$ cat src/rtl/uart_pkg.sv
// Shared UART definitions: byte width, the receiver's state encoding, and the
// state encoding for the downstream FIFO handshake.
package uart_pkg;

  localparam int DATA_W = 8;

  typedef enum logic [1:0] {
    R_IDLE  = 2'd0,
    R_START = 2'd1,
    R_DATA  = 2'd2,
    R_STOP  = 2'd3
  } rx_state_t;

  typedef enum logic {
    H_IDLE = 1'b0,
    H_ACK  = 1'b1
  } hs_state_t;

endpackage

$ cat src/rtl/sync_fifo.sv
// Single-clock first-word-fall-through FIFO with registered occupancy flags.
// A push is accepted when full only if a pop happens in the same cycle.
module sync_fifo #(
  parameter int DEPTH  = 16,
  parameter int DATA_W = 8
) (
  input  logic                       clk,
  input  logic                       clr,
  input  logic                       push,
  input  logic [DATA_W-1:0]          wr_data,
  input  logic                       pop,
  output logic [DATA_W-1:0]          rd_data,
  output logic                       empty,
  output logic                       full,
  output logic [$clog2(DEPTH+1)-1:0] count
);

  localparam int AW = $clog2(DEPTH);
  localparam int CW = $clog2(DEPTH+1);
  localparam logic [CW-1:0] FULL_CNT = CW'(DEPTH);

  logic [DATA_W-1:0] mem [DEPTH];
  logic [AW-1:0]     wr_ptr;
  logic [AW-1:0]     rd_ptr;
  logic              do_push;
  logic              do_pop;
  logic [CW-1:0]     count_nxt;

  assign do_pop  = pop && !empty;
  assign do_push = push && (!full || do_pop);
  assign rd_data = mem[rd_ptr];

  always_comb begin
    count_nxt = count;
    case ({do_push, do_pop})
      2'b10:   count_nxt = count + 1'b1;
      2'b01:   count_nxt = count - 1'b1;
      default: count_nxt = count;
    endcase
  end

  // Flags are derived from the next occupancy so all three update on the same edge.
  always_ff @(posedge clk or negedge clr) begin
    if (!clr) begin
      wr_ptr <= '0;
      rd_ptr <= '0;
      count  <= '0;
      empty  <= 1'b1;
      full   <= 1'b0;
      for (int i = 0; i < DEPTH; i++) mem[i] <= '0;
    end else begin
      if (do_push) begin
        mem[wr_ptr] <= wr_data;
        wr_ptr      <= wr_ptr + 1'b1;
      end
      if (do_pop) rd_ptr <= rd_ptr + 1'b1;
      count <= count_nxt;
      empty <= (count_nxt == '0);
      full  <= (count_nxt == FULL_CNT);
    end
  end

endmodule

$ cat src/rtl/rx_fifo.sv
// Receiver-side byte buffer: four-phase req/ack slave feeding a FWFT FIFO,
// with a sticky overflow flag for bytes dropped while full.
module rx_fifo
  import uart_pkg::*;
#(
  parameter int DEPTH  = 16,
  parameter int DATA_W = uart_pkg::DATA_W
) (
  input  logic                       clk,
  input  logic                       clr,
  input  logic                       req,
  input  logic [DATA_W-1:0]          data,
  output logic                       ack,
  input  logic                       rd_en,
  output logic [DATA_W-1:0]          rd_data,
  output logic                       empty,
  output logic                       full,
  output logic [$clog2(DEPTH+1)-1:0] count,
  output logic                       overflow,
  input  logic                       ovf_clr
);

  hs_state_t state;
  hs_state_t state_nxt;
  logic      capture;
  logic      drop;

  always_ff @(posedge clk or negedge clr) begin
    if (!clr) state <= H_IDLE;
    else      state <= state_nxt;
  end

  always_comb begin
    state_nxt = state;
    ack       = 1'b0;
    capture   = 1'b0;
    case (state)
      H_IDLE: begin
        if (req) begin
          capture   = 1'b1;
          state_nxt = H_ACK;
        end
      end
      H_ACK: begin
        ack = 1'b1;
        if (!req) state_nxt = H_IDLE;
      end
      default: state_nxt = H_IDLE;
    endcase
  end

  // A full FIFO still takes the byte if the host pops in the same cycle.
  assign drop = capture && full && !rd_en;

  always_ff @(posedge clk or negedge clr) begin
    if (!clr)         overflow <= 1'b0;
    else if (drop)    overflow <= 1'b1;
    else if (ovf_clr) overflow <= 1'b0;
  end

  sync_fifo #(
    .DEPTH  (DEPTH),
    .DATA_W (DATA_W)
  ) u_fifo (
    .clk     (clk),
    .clr     (clr),
    .push    (capture),
    .wr_data (data),
    .pop     (rd_en),
    .rd_data (rd_data),
    .empty   (empty),
    .full    (full),
    .count   (count)
  );

endmodule

$ cat config.mk
export PLATFORM = sky130hd
export DESIGN_NAME = rx_fifo
export DESIGN_NICKNAME = d
export VERILOG_FILES = /design/src/rtl/uart_pkg.sv /design/src/rtl/sync_fifo.sv /design/src/rtl/rx_fifo.sv
export SDC_FILE = /design/constraint.sdc
export NUM_CORES = 1
export LEC_CHECK = 0
export ABC_CLOCK_PERIOD_IN_PS = 3300
export BUFFER_PORTS_ARGS = -buffer_cell sky130_fd_sc_hd__clkbuf_2
export CORE_UTILIZATION = 60
export DETAILED_ROUTE_END_ITERATION = 10
export GPL_TIMING_DRIVEN = 1
export PLACE_DENSITY = 0.78
export SETUP_SLACK_MARGIN = 0.02
export SLEW_MARGIN = 20
export SYNTH_ARGS = -nofsm -noshare
export SYNTH_HDL_FRONTEND = slang
export SYNTH_SLANG_ARGS = --single-unit
$ cat constraint.sdc
create_clock -name clk -period 3.3 [get_ports clk]
set_input_delay 0.66 -clock clk [delete_from_list [all_inputs] [get_ports clk]]
set_output_delay 0.66 -clock clk [all_outputs]
set_load 0.1 [all_outputs]
[Word level (Yosys, flattened, before mapping)]
Cells that the tools add are included.
Storage, ports and cells
  bits in registers: 145
  bits of input ports: 13
  output and inout bits: 17
Cells by class
  add/subtract/negate cells: 4
  order comparisons: 3
  equality and inequality tests: 3
  multiplexer cells: 12
  bitwise logic cells: 2
  reduce and logical (&&, ||, !) cells: 11
Operators with widths (count)
  bitwise mux 128 bit: 1
  binary-select mux 8 bit (select 4 bit): 1
  demux 8 bit (select 4 bit): 1
  2-to-1 mux 8 bit: 3
  >= comparator 5 bit, second input constant: 2
  inverter 4 -> 5 bit: 2
  case mux 5 bit (2 select lines): 1
  adder 4 x 1 -> 4 bit, second input constant: 2
  adder 5 x 1 -> 5 bit, second input constant: 1
  equality test 5 bit, second input constant: 1
  logical AND 1 bit: 5
  zero test 5 bit: 1
  < comparator 5 x 1 -> 1 bit, second input constant: 1
  2-to-1 mux 1 bit: 5
  subtractor 5 x 1 -> 5 bit, second input constant: 1
  zero test 1 bit: 3
  equality test 2 x 1 -> 1 bit, second input constant: 1
  equality test 2 bit, second input constant: 1
  nonzero test 2 bit: 1
  logical OR 1 bit: 1

[Logic depth before layout (Yosys ltp)]
Gate-level depths: netlist of run 1.
  word-level depth: 7
  gate-level depth with buffers: 12

[Hierarchy]
Synthesis of run 1 repeated with hierarchy kept, for this count alone.
Second synthesis, totals
  cells, all modules: 418
  area, all modules: 6734.0 um^2
By module, submodules not included
  sync_fifo: instances 1, cells each 412, area each 6652.6 um^2, seq. area each 3579.7 um^2
  rx_fifo: instances 1, cells each 6, area each 81.3 um^2, seq. area each 50.0 um^2

[Worst setup path after synthesis of run 1]
OpenSTA, ideal clock, no wires.
  path kind: register to register
  from: reg state
  to: reg u_fifo.full
  data arrival time: 3.068 ns
  data required time: 3.212 ns
  slack: 0.143 ns
  stages on the path, launching flop included: 13
  buffers on the path: 1
  cell sequence: dfrtp_1 > nand2b_1 > a21oi_2 > inv_1 > ha_1 > buf_2 > xor2_1 > ha_1 > a21oi_1 > mux2i_1 > xnor2_1 > or2_2 > nor3b_1
Between the ends
  cells in the longest elaborated chain, start to end: 5
RTL lines
  start, declared: line rx_fifo.sv:23  | hs_state_t state;
  start signal, assigned: line rx_fifo.sv:30  | else state <= state_nxt;
  2-to-1 mux 1 bit *: line rx_fifo.sv:37  | case (state)
  logical AND 1 bit *: line sync_fifo.sv:30  | assign do_push = push && (!full || do_pop);
  equality test 2 x 1 -> 1 bit or equality test 2 bit (tied branches): line sync_fifo.sv:35  | case ({do_push, do_pop})
  case mux 5 bit (2 select lines) *: line sync_fifo.sv:35
  net u_fifo.count_nxt[2]: line sync_fifo.sv:27  | logic [CW-1:0] count_nxt;
  equality test 5 bit *: line sync_fifo.sv:59  | full <= (count_nxt == FULL_CNT);
  end signal, assigned: line sync_fifo.sv:59
  end, declared: line sync_fifo.sv:14  | output logic full,
The timed path passes the listed nets; every way through them passes the cells marked *.
A chain may end at the register's enable or synchronous reset.

[Worst setup path after layout of run 1]
  from: reg u_fifo.rd_ptr[1]
  to: out rd_data[3]
Between the ends
  cells in the longest elaborated chain, start to end: 4
RTL lines
  start, declared: line sync_fifo.sv:24  | logic [AW-1:0] rd_ptr;
  start signal, assigned: line sync_fifo.sv:56  | if (do_pop) rd_ptr <= rd_ptr + 1'b1;
  inverter 4 -> 5 bit (implied by the code): line sync_fifo.sv:31  | assign rd_data = mem[rd_ptr];
  binary-select mux 8 bit (select 4 bit): line sync_fifo.sv:31
  2-to-1 mux 8 bit (implied by the code) (2 in a row): line sync_fifo.sv:31
  end, declared: line rx_fifo.sv:15  | output logic [DATA_W-1:0] rd_data,
No other way between the ends. The select of a mux whose other input is x is not followed.

==> results.sh, run 1 <==
export IMPL_syn_area_mm2=0.00673
export IMPL_worstSetupStartpointType="flip-flop"
export IMPL_status="complete, no violations"
export IMPL_final_area_mm2=0.00779
export IMPL_synth_top_area_share_pct=53.5
export IMPL_grt_overflow=0
export IMPL_drc=0
export IMPL_post_cts_buffers=0
export IMPL_area_growth_pct=15.7
export IMPL_cp_max_fo=28
export IMPL_place_congestion=0.751
export IMPL_io_pin_count=30
export IMPL_worstPathArrival_ps=2500
export IMPL_finalWorstSetupSlack_ps=136
export IMPL_path_clk_slew_ps=60
export IMPL_antenna_found_initial=0
export IMPL_core_area_mm2=0.0109
export IMPL_grt_pass1_vias=4074
export IMPL_grt_usage_pct=27.6
export IMPL_grt_max_degree=62
export IMPL_fin_util_pct=71.5
export IMPL_drive_gt1_share_pct=55.7
export IMPL_syn_avg_cell_area_um2=16.0
export IMPL_setup_viol=0
export IMPL_synth_cell_types=43
export IMPL_period_needed_ps=3160
export IMPL_dieHeight_um=108
export IMPL_endpoint_kind="output port"
export IMPL_n_fill_cell=709
export IMPL_synth_edf_count=0
export IMPL_dieArea_mm2=0.0117
export IMPL_dr_pass1_iters=4
export IMPL_post_dp_cell_area_mm2=0.00716
export IMPL_crit_required_ps=2640
export IMPL_worstSetupPathType="reg -> out"
export IMPL_skew_ps=6.41
export IMPL_cts_buffers=17
export IMPL_grt_pass1_wl_mm=22.9
export IMPL_clock_latency_ps=530
export IMPL_yosys_warnings=0
export IMPL_cts_tree="done"
export IMPL_layout_common_cells="dfrtp_1 (143), mux2_2 (122), mux4_2 (40), clkbuf_2 (20)"
export IMPL_synth_area_top_cells="dfrtp_1 (54%), mux2_2 (20%), mux4_2 (13%), ha_1 (1.5%), nand2_2 (1.5%)"
export IMPL_drt_iter0_markers=142
export IMPL_ys_ff_latch=145
export IMPL_finalMaxSlewViolations=0
export IMPL_maxClockFrequency_mhz=316
export IMPL_vias=3741
export IMPL_cts_hold_buf=0
export IMPL_synthFlopType="dfrtp_1"
export IMPL_pre_cts_ws_ps=301
export IMPL_maxCapViolations=0
export IMPL_power_leakage_nw=3.56
export IMPL_timing_slew_headroom_pct=53.1
export IMPL_peakVddDrop_mv=1.03
export IMPL_htreeDepth=4
export IMPL_p_per_area_mw_per_mm2=1170
export IMPL_clk_path_buf_depth=2
export IMPL_synth_seq_area_share_pct=53.9
export IMPL_die_w_um=108
export IMPL_cts_resized=0
export IMPL_portBuffers=29
export IMPL_hp_class="in -> async"
export IMPL_routed_wl_mm=13.9
export IMPL_initial_utilization_pct=61.8
export IMPL_synth_top_area_cell="dfrtp_1"
export IMPL_rsz0062_at_grt="false"
export IMPL_root_buffer="clkbuf_8"
export IMPL_synth_nets=443
export IMPL_finalHoldViolations=0
export IMPL_period_share_pct=95.9
export IMPL_wl_per_cell_um=23.0
export IMPL_clkSinkCount=145
export IMPL_async_flop_share_pct=100
export IMPL_fin_tns_setup_ps=0
export IMPL_diodes=0
export IMPL_max_slew_worst_pin_slew_ps=703
export IMPL_final_common_cell="dfrtp_1"
export IMPL_final_nets=474
export IMPL_ant_nets=0
export IMPL_syn_inst=422
export IMPL_drt_vias_per_instance=6.18
export IMPL_hpwl_mm=8.88
export IMPL_row_count=38
==> state kept, by name, summed over array words and instances, names as in the netlist <==
name           flops
overflow           1
state              1
u_fifo.count       5
u_fifo.empty       1
u_fifo.full        1
u_fifo.mem       128
u_fifo.rd_ptr      4
u_fifo.wr_ptr      4
==> metrics by stage <==
step | power, mW | hold WS (ps) | instances
final | 9.14 | 108 | 605
after global placement | 6.97 | 473 | 574
after floorplan | 5.94 | 364 | 422
after detailed placement | 7.10 | 488 | 574
after global routing | 9.56 | 145 | 605
after CTS | 9.19 | 115 | 605
==> cell type report <==
cell class / instances / area (µm²) / share of cell area [%]
clock buffer: 20 / 445 / 5.72
clock inverter: 11 / 185 / 2.38
inverter: 7 / 26.3 / 0.337
multi-input combinational: 246 / 2960 / 38.1
sequential: 145 / 3630 / 46.6
tap: 140 / 175 / 2.25
timing repair buffer: 36 / 362 / 4.64
==> cells in the mapped netlist, types with 2 or more instances <==
library cell	n
dfrtp_1	144
nand4_1	2
clkbuf_1	14
buf_2	4
ha_1	8
o21ai_0	3
o2111ai_1	2
nand2_2	16
inv_1	7
mux4_2	40
mux2_4	6
nand2_1	7
mux2_2	122
nor2_1	2
and3b_2	2
buf_4	4
xnor2_1	10
nor2b_1	3
a21oi_1	2
==> report_power, final <==
part	internal [mW]	switching, mW	total, mW
clock network	1.33	0.707	2.04
registers	2.50	0.529	3.03
logic	1.91	2.16	4.07
==> layer usage <==
metal	GRT usage (%)	part of all wire, %	vias to the layer above
li1	-	-	1632
met1	37.2	45	2022
met2	44.1	50	72
met3	7.59	3.5	15
met4	8.81	1.4	0
met5	0	0	-
==> critical path: stages (launching register included) <==
cell and delay [ps]:
dfrtp_1 600, buf_12 270, mux4_2 380, mux4_2 520, buf_12 190
==> path summary, 6_finish.rpt <==
kind / cells after the start / slack [ps] / endpoint / start
worst max-delay path: 4 / 140 / rd_data[3] / u_fifo.rd_ptr[1]
worst min-delay path: 1 / 110 / u_fifo.mem[123] / clr
worst max register to register: 10 / 600 / u_fifo.full / u_fifo.empty
worst min register to register: 1 / 490 / u_fifo.mem[7] / u_fifo.mem[7]
max in group asynchronous: 2 / 2430 / u_fifo.mem[87] / clr
min in group clk: 1 / 270 / state / req
==> logic make-up (layout without fill, tap and decap cells) <==
family                   count (synthesis)  count (layout)  share of synthesized area [%]
flip-flops                             145             145                           53.9
adder cells (fa/ha/maj)                  8               8                           1.49
buffers and inverters                   31              74                           2.08
multiplexers                           170             170                           35.4
AND/OR/NAND/NOR                         44              44                           4.29
XOR/XNOR                                11              11                           1.43
AO/OA/AOI/OAI                           13              13                           1.38
(Power assumes the default switching activity.)
==> run 2, diff against run 1 <==
ABC_AREA = 1   (was default)
==> results.sh, run 2 <==
export IMPL_crit_top_cell="nor2_1"
export IMPL_syn_area_mm2=0.00705
export IMPL_skew_ps=4.88
export IMPL_place_congestion=0.880
export IMPL_top_register="u_fifo.mem"
export IMPL_area_growth_pct=11.8
export IMPL_power_leakage_nw=3.64
export IMPL_drc=0
export IMPL_synth_common_cells="nand2_1 (163), o21ai_0 (146), dfrtp_1 (144)"
export IMPL_synth_top_area_share_pct=51.1
export IMPL_grt_overflow=0
export IMPL_multi_input_area_mm2=0.00298
export IMPL_finalMaxSlewViolations=0
export IMPL_cp_max_fo=24
export IMPL_layout_area_seq_mm2=0.00363
export IMPL_vias=5813
export IMPL_dp_cells=924
export IMPL_period_needed_ps=3110
export IMPL_synth_area_top_cells="dfrtp_1 (51%), o21ai_0 (10%), nand2_1 (8.7%), nor2_1 (5.5%), o211ai_1 (3.4%)"
export IMPL_core_area_mm2=0.0114
export IMPL_fin_tns_setup_ps=0
export IMPL_setup_viol=0
export IMPL_initial_utilization_pct=61.8
export IMPL_routed_wl_mm=17.2
export IMPL_n_fill_cell=878
export IMPL_clock_latency_ps=430
export IMPL_diodes=0
export IMPL_cts_resized=0
export IMPL_cts_hold_buf=0
export IMPL_synthFlopType="dfrtp_1"
export IMPL_layout_top_registers="u_fifo.mem x128, u_fifo.count x5"
export IMPL_synth_compound_area_share_pct=18.8
export IMPL_dr_pass1_iters=6
export IMPL_synth_top_family_by_area="simple AND/OR/NAND/NOR gates"
export IMPL_synth_nets=815
export IMPL_whs_ps=283
export IMPL_synth_xor_area_share_pct=0.869
export IMPL_final_area_mm2=0.00789
export IMPL_ant_nets=0
export IMPL_drive_gt1_share_pct=14.0
export IMPL_path_buf_inv=3
export IMPL_finalHoldViolations=0
export IMPL_path_clk_slew_ps=60
export IMPL_die_w_um=110
export IMPL_drt_iter0_markers=618
export IMPL_final_nets=821
export IMPL_htreeDepth=4
export IMPL_synthSimpleGateAreaFrac_pct=21.1
export IMPL_cts_tree="done"
export IMPL_peakVddDrop_mv=2.17
export IMPL_maxClockFrequency_mhz=321
export IMPL_timing_slew_headroom_pct=36.9
export IMPL_drt_vias_per_instance=6.08
export IMPL_wl_per_cell_um=18.0
export IMPL_status="complete, no violations"
export IMPL_hp_class="in -> async"
export IMPL_worstSetupPathType="reg -> out"
export IMPL_root_buffer="clkbuf_16"
export IMPL_grt_pass1_wl_mm=28.8
export IMPL_grt_pass1_vias=5684
export IMPL_portBuffers=29
export IMPL_synth_edf_count=0
export IMPL_antenna_found_initial=0
export IMPL_post_dp_cell_area_mm2=0.00728
export IMPL_row_count=39
export IMPL_period_share_pct=94.3
export IMPL_final_cells=956
export IMPL_crit_family="buffers and inverters"
export IMPL_max_slew_worst_pin_slew_ps=946
export IMPL_yosys_warnings=0
export IMPL_largest_reg_flops=128
export IMPL_worstPathArrival_ps=2450
export IMPL_endpoint_kind="output port"
export IMPL_yosysMostFrequentCell="nand2_1"
export IMPL_rsz0062_at_grt="false"
export IMPL_hpwl_mm=10.3
export IMPL_layout_common_cells="nand2_1 (163), o21ai_0 (146), dfrtp_1 (143), nor2_1 (104), o21ai_1 (45)"
export IMPL_crit_required_ps=2640
export IMPL_synth_mux_area_share_pct=0
export IMPL_synth_seq_area_share_pct=51.5
export IMPL_cts_buffers=17
export IMPL_synth_top_area_cell="dfrtp_1"
export IMPL_worstSetupStartpointType="flip-flop"
export IMPL_ys_ff_latch=145
export IMPL_dieHeight_um=110
export IMPL_clkSinkCount=145
export IMPL_io_pin_count=30
export IMPL_dieArea_mm2=0.0122
export IMPL_final_common_cell="nand2_1"
export IMPL_grt_usage_pct=30.3
export IMPL_syn_avg_cell_area_um2=8.88
export IMPL_async_flop_share_pct=100
export IMPL_synthAdderAreaFrac_pct=1.42
export IMPL_crit_chain="inv_2, buf_4, nor2_1, nor2_1, o21ai_0, o211ai_1, nand3_1, nand2_1, buf_12"
export IMPL_p_per_area_mw_per_mm2=1240
export IMPL_maxCapViolations=0
export IMPL_post_cts_buffers=0
export IMPL_cp_slowest_cell="dfrtp_1"
export IMPL_grt_max_degree=85
export IMPL_clk_path_buf_depth=2
export IMPL_slowest_delay_ps=380
export IMPL_synth_cell_types=33
export IMPL_syn_inst=794
-- run 2: logic make-up after synthesis --
group                      after synthesis
and+or+nand+nor                        312
DFF                                    145
xor gates and xnor gates                 7
AOI/OAI and AO/OA                      238
adders and majority gates                8
buffers and inverters                   84
-- run 2: report_power, final --
part,leakage (nW),internal [mW],total [mW],switching (mW)
Combinational,1.48,1.48,4.74,3.26
Clock,0.292,1.24,1.97,0.724
Sequential,1.87,2.55,3.09,0.538
Total,3.64,5.28,9.80,4.52
-- run 2: worst paths after layout --
path                       cells after the start  slack, ps             end             start
min in group clk                               1        350           state               req
max in group asynchronous                      2       2210  u_fifo.mem[99]               clr
hold reg to reg                                2        480  u_fifo.mem[13]    u_fifo.mem[13]
setup reg to reg                              15        810     u_fifo.full      u_fifo.empty
setup / recovery                               9        190      rd_data[1]  u_fifo.rd_ptr[0]
hold / removal                                 1        280  u_fifo.mem[20]               clr
-- run 2: routing by layer --
layer | global-route usage (%) | vias to the layer above | share of wire (%) | wire (µm)
li1 | - | 2667 | - | -
met1 | 41.2 | 2815 | 42 | 7290
met2 | 47.3 | 282 | 47 | 8170
met3 | 6.48 | 49 | 7.5 | 1300
met4 | 12.4 | 0 | 2.8 | 488
met5 | 0 | - | 0 | 0
-- run 2: metrics by stage --
stage	worst slack (ps)	power, mW	util (%)
2_1_floorplan	530	6.43	-
3_3_place_gp	700	7.59	63.8
3_5_place_dp	628	7.74	63.8
4_1_cts	212	9.76	69.1
5_1_grt	70.5	10.4	69.1
6_report	186	9.80	69.1
-- run 2: area by class of cell --
cell class	count	share of cell area, %
Inverter	32	1.71
Sequential cell	145	46.0
Multi-Input combinational cell	565	37.7
Clock inverter	10	1.68
Timing Repair Buffer	39	4.55
Tap cell	143	2.27
Clock buffer	22	6.01
-- run 2: worst register-to-register path: stages (launching register included) --
cell and delay (ps):
dfstp_2 530, inv_1 50, nand2_2 110, nand2_4 80, nand2_8 120, ha_1 280
nand2_1 110, inv_1 80, nor2_1 60, ha_1 270, nand2_1 60, nand2_1 60
or2_2 290, nor2_1 100, nand3_1 100, nor2_1 110
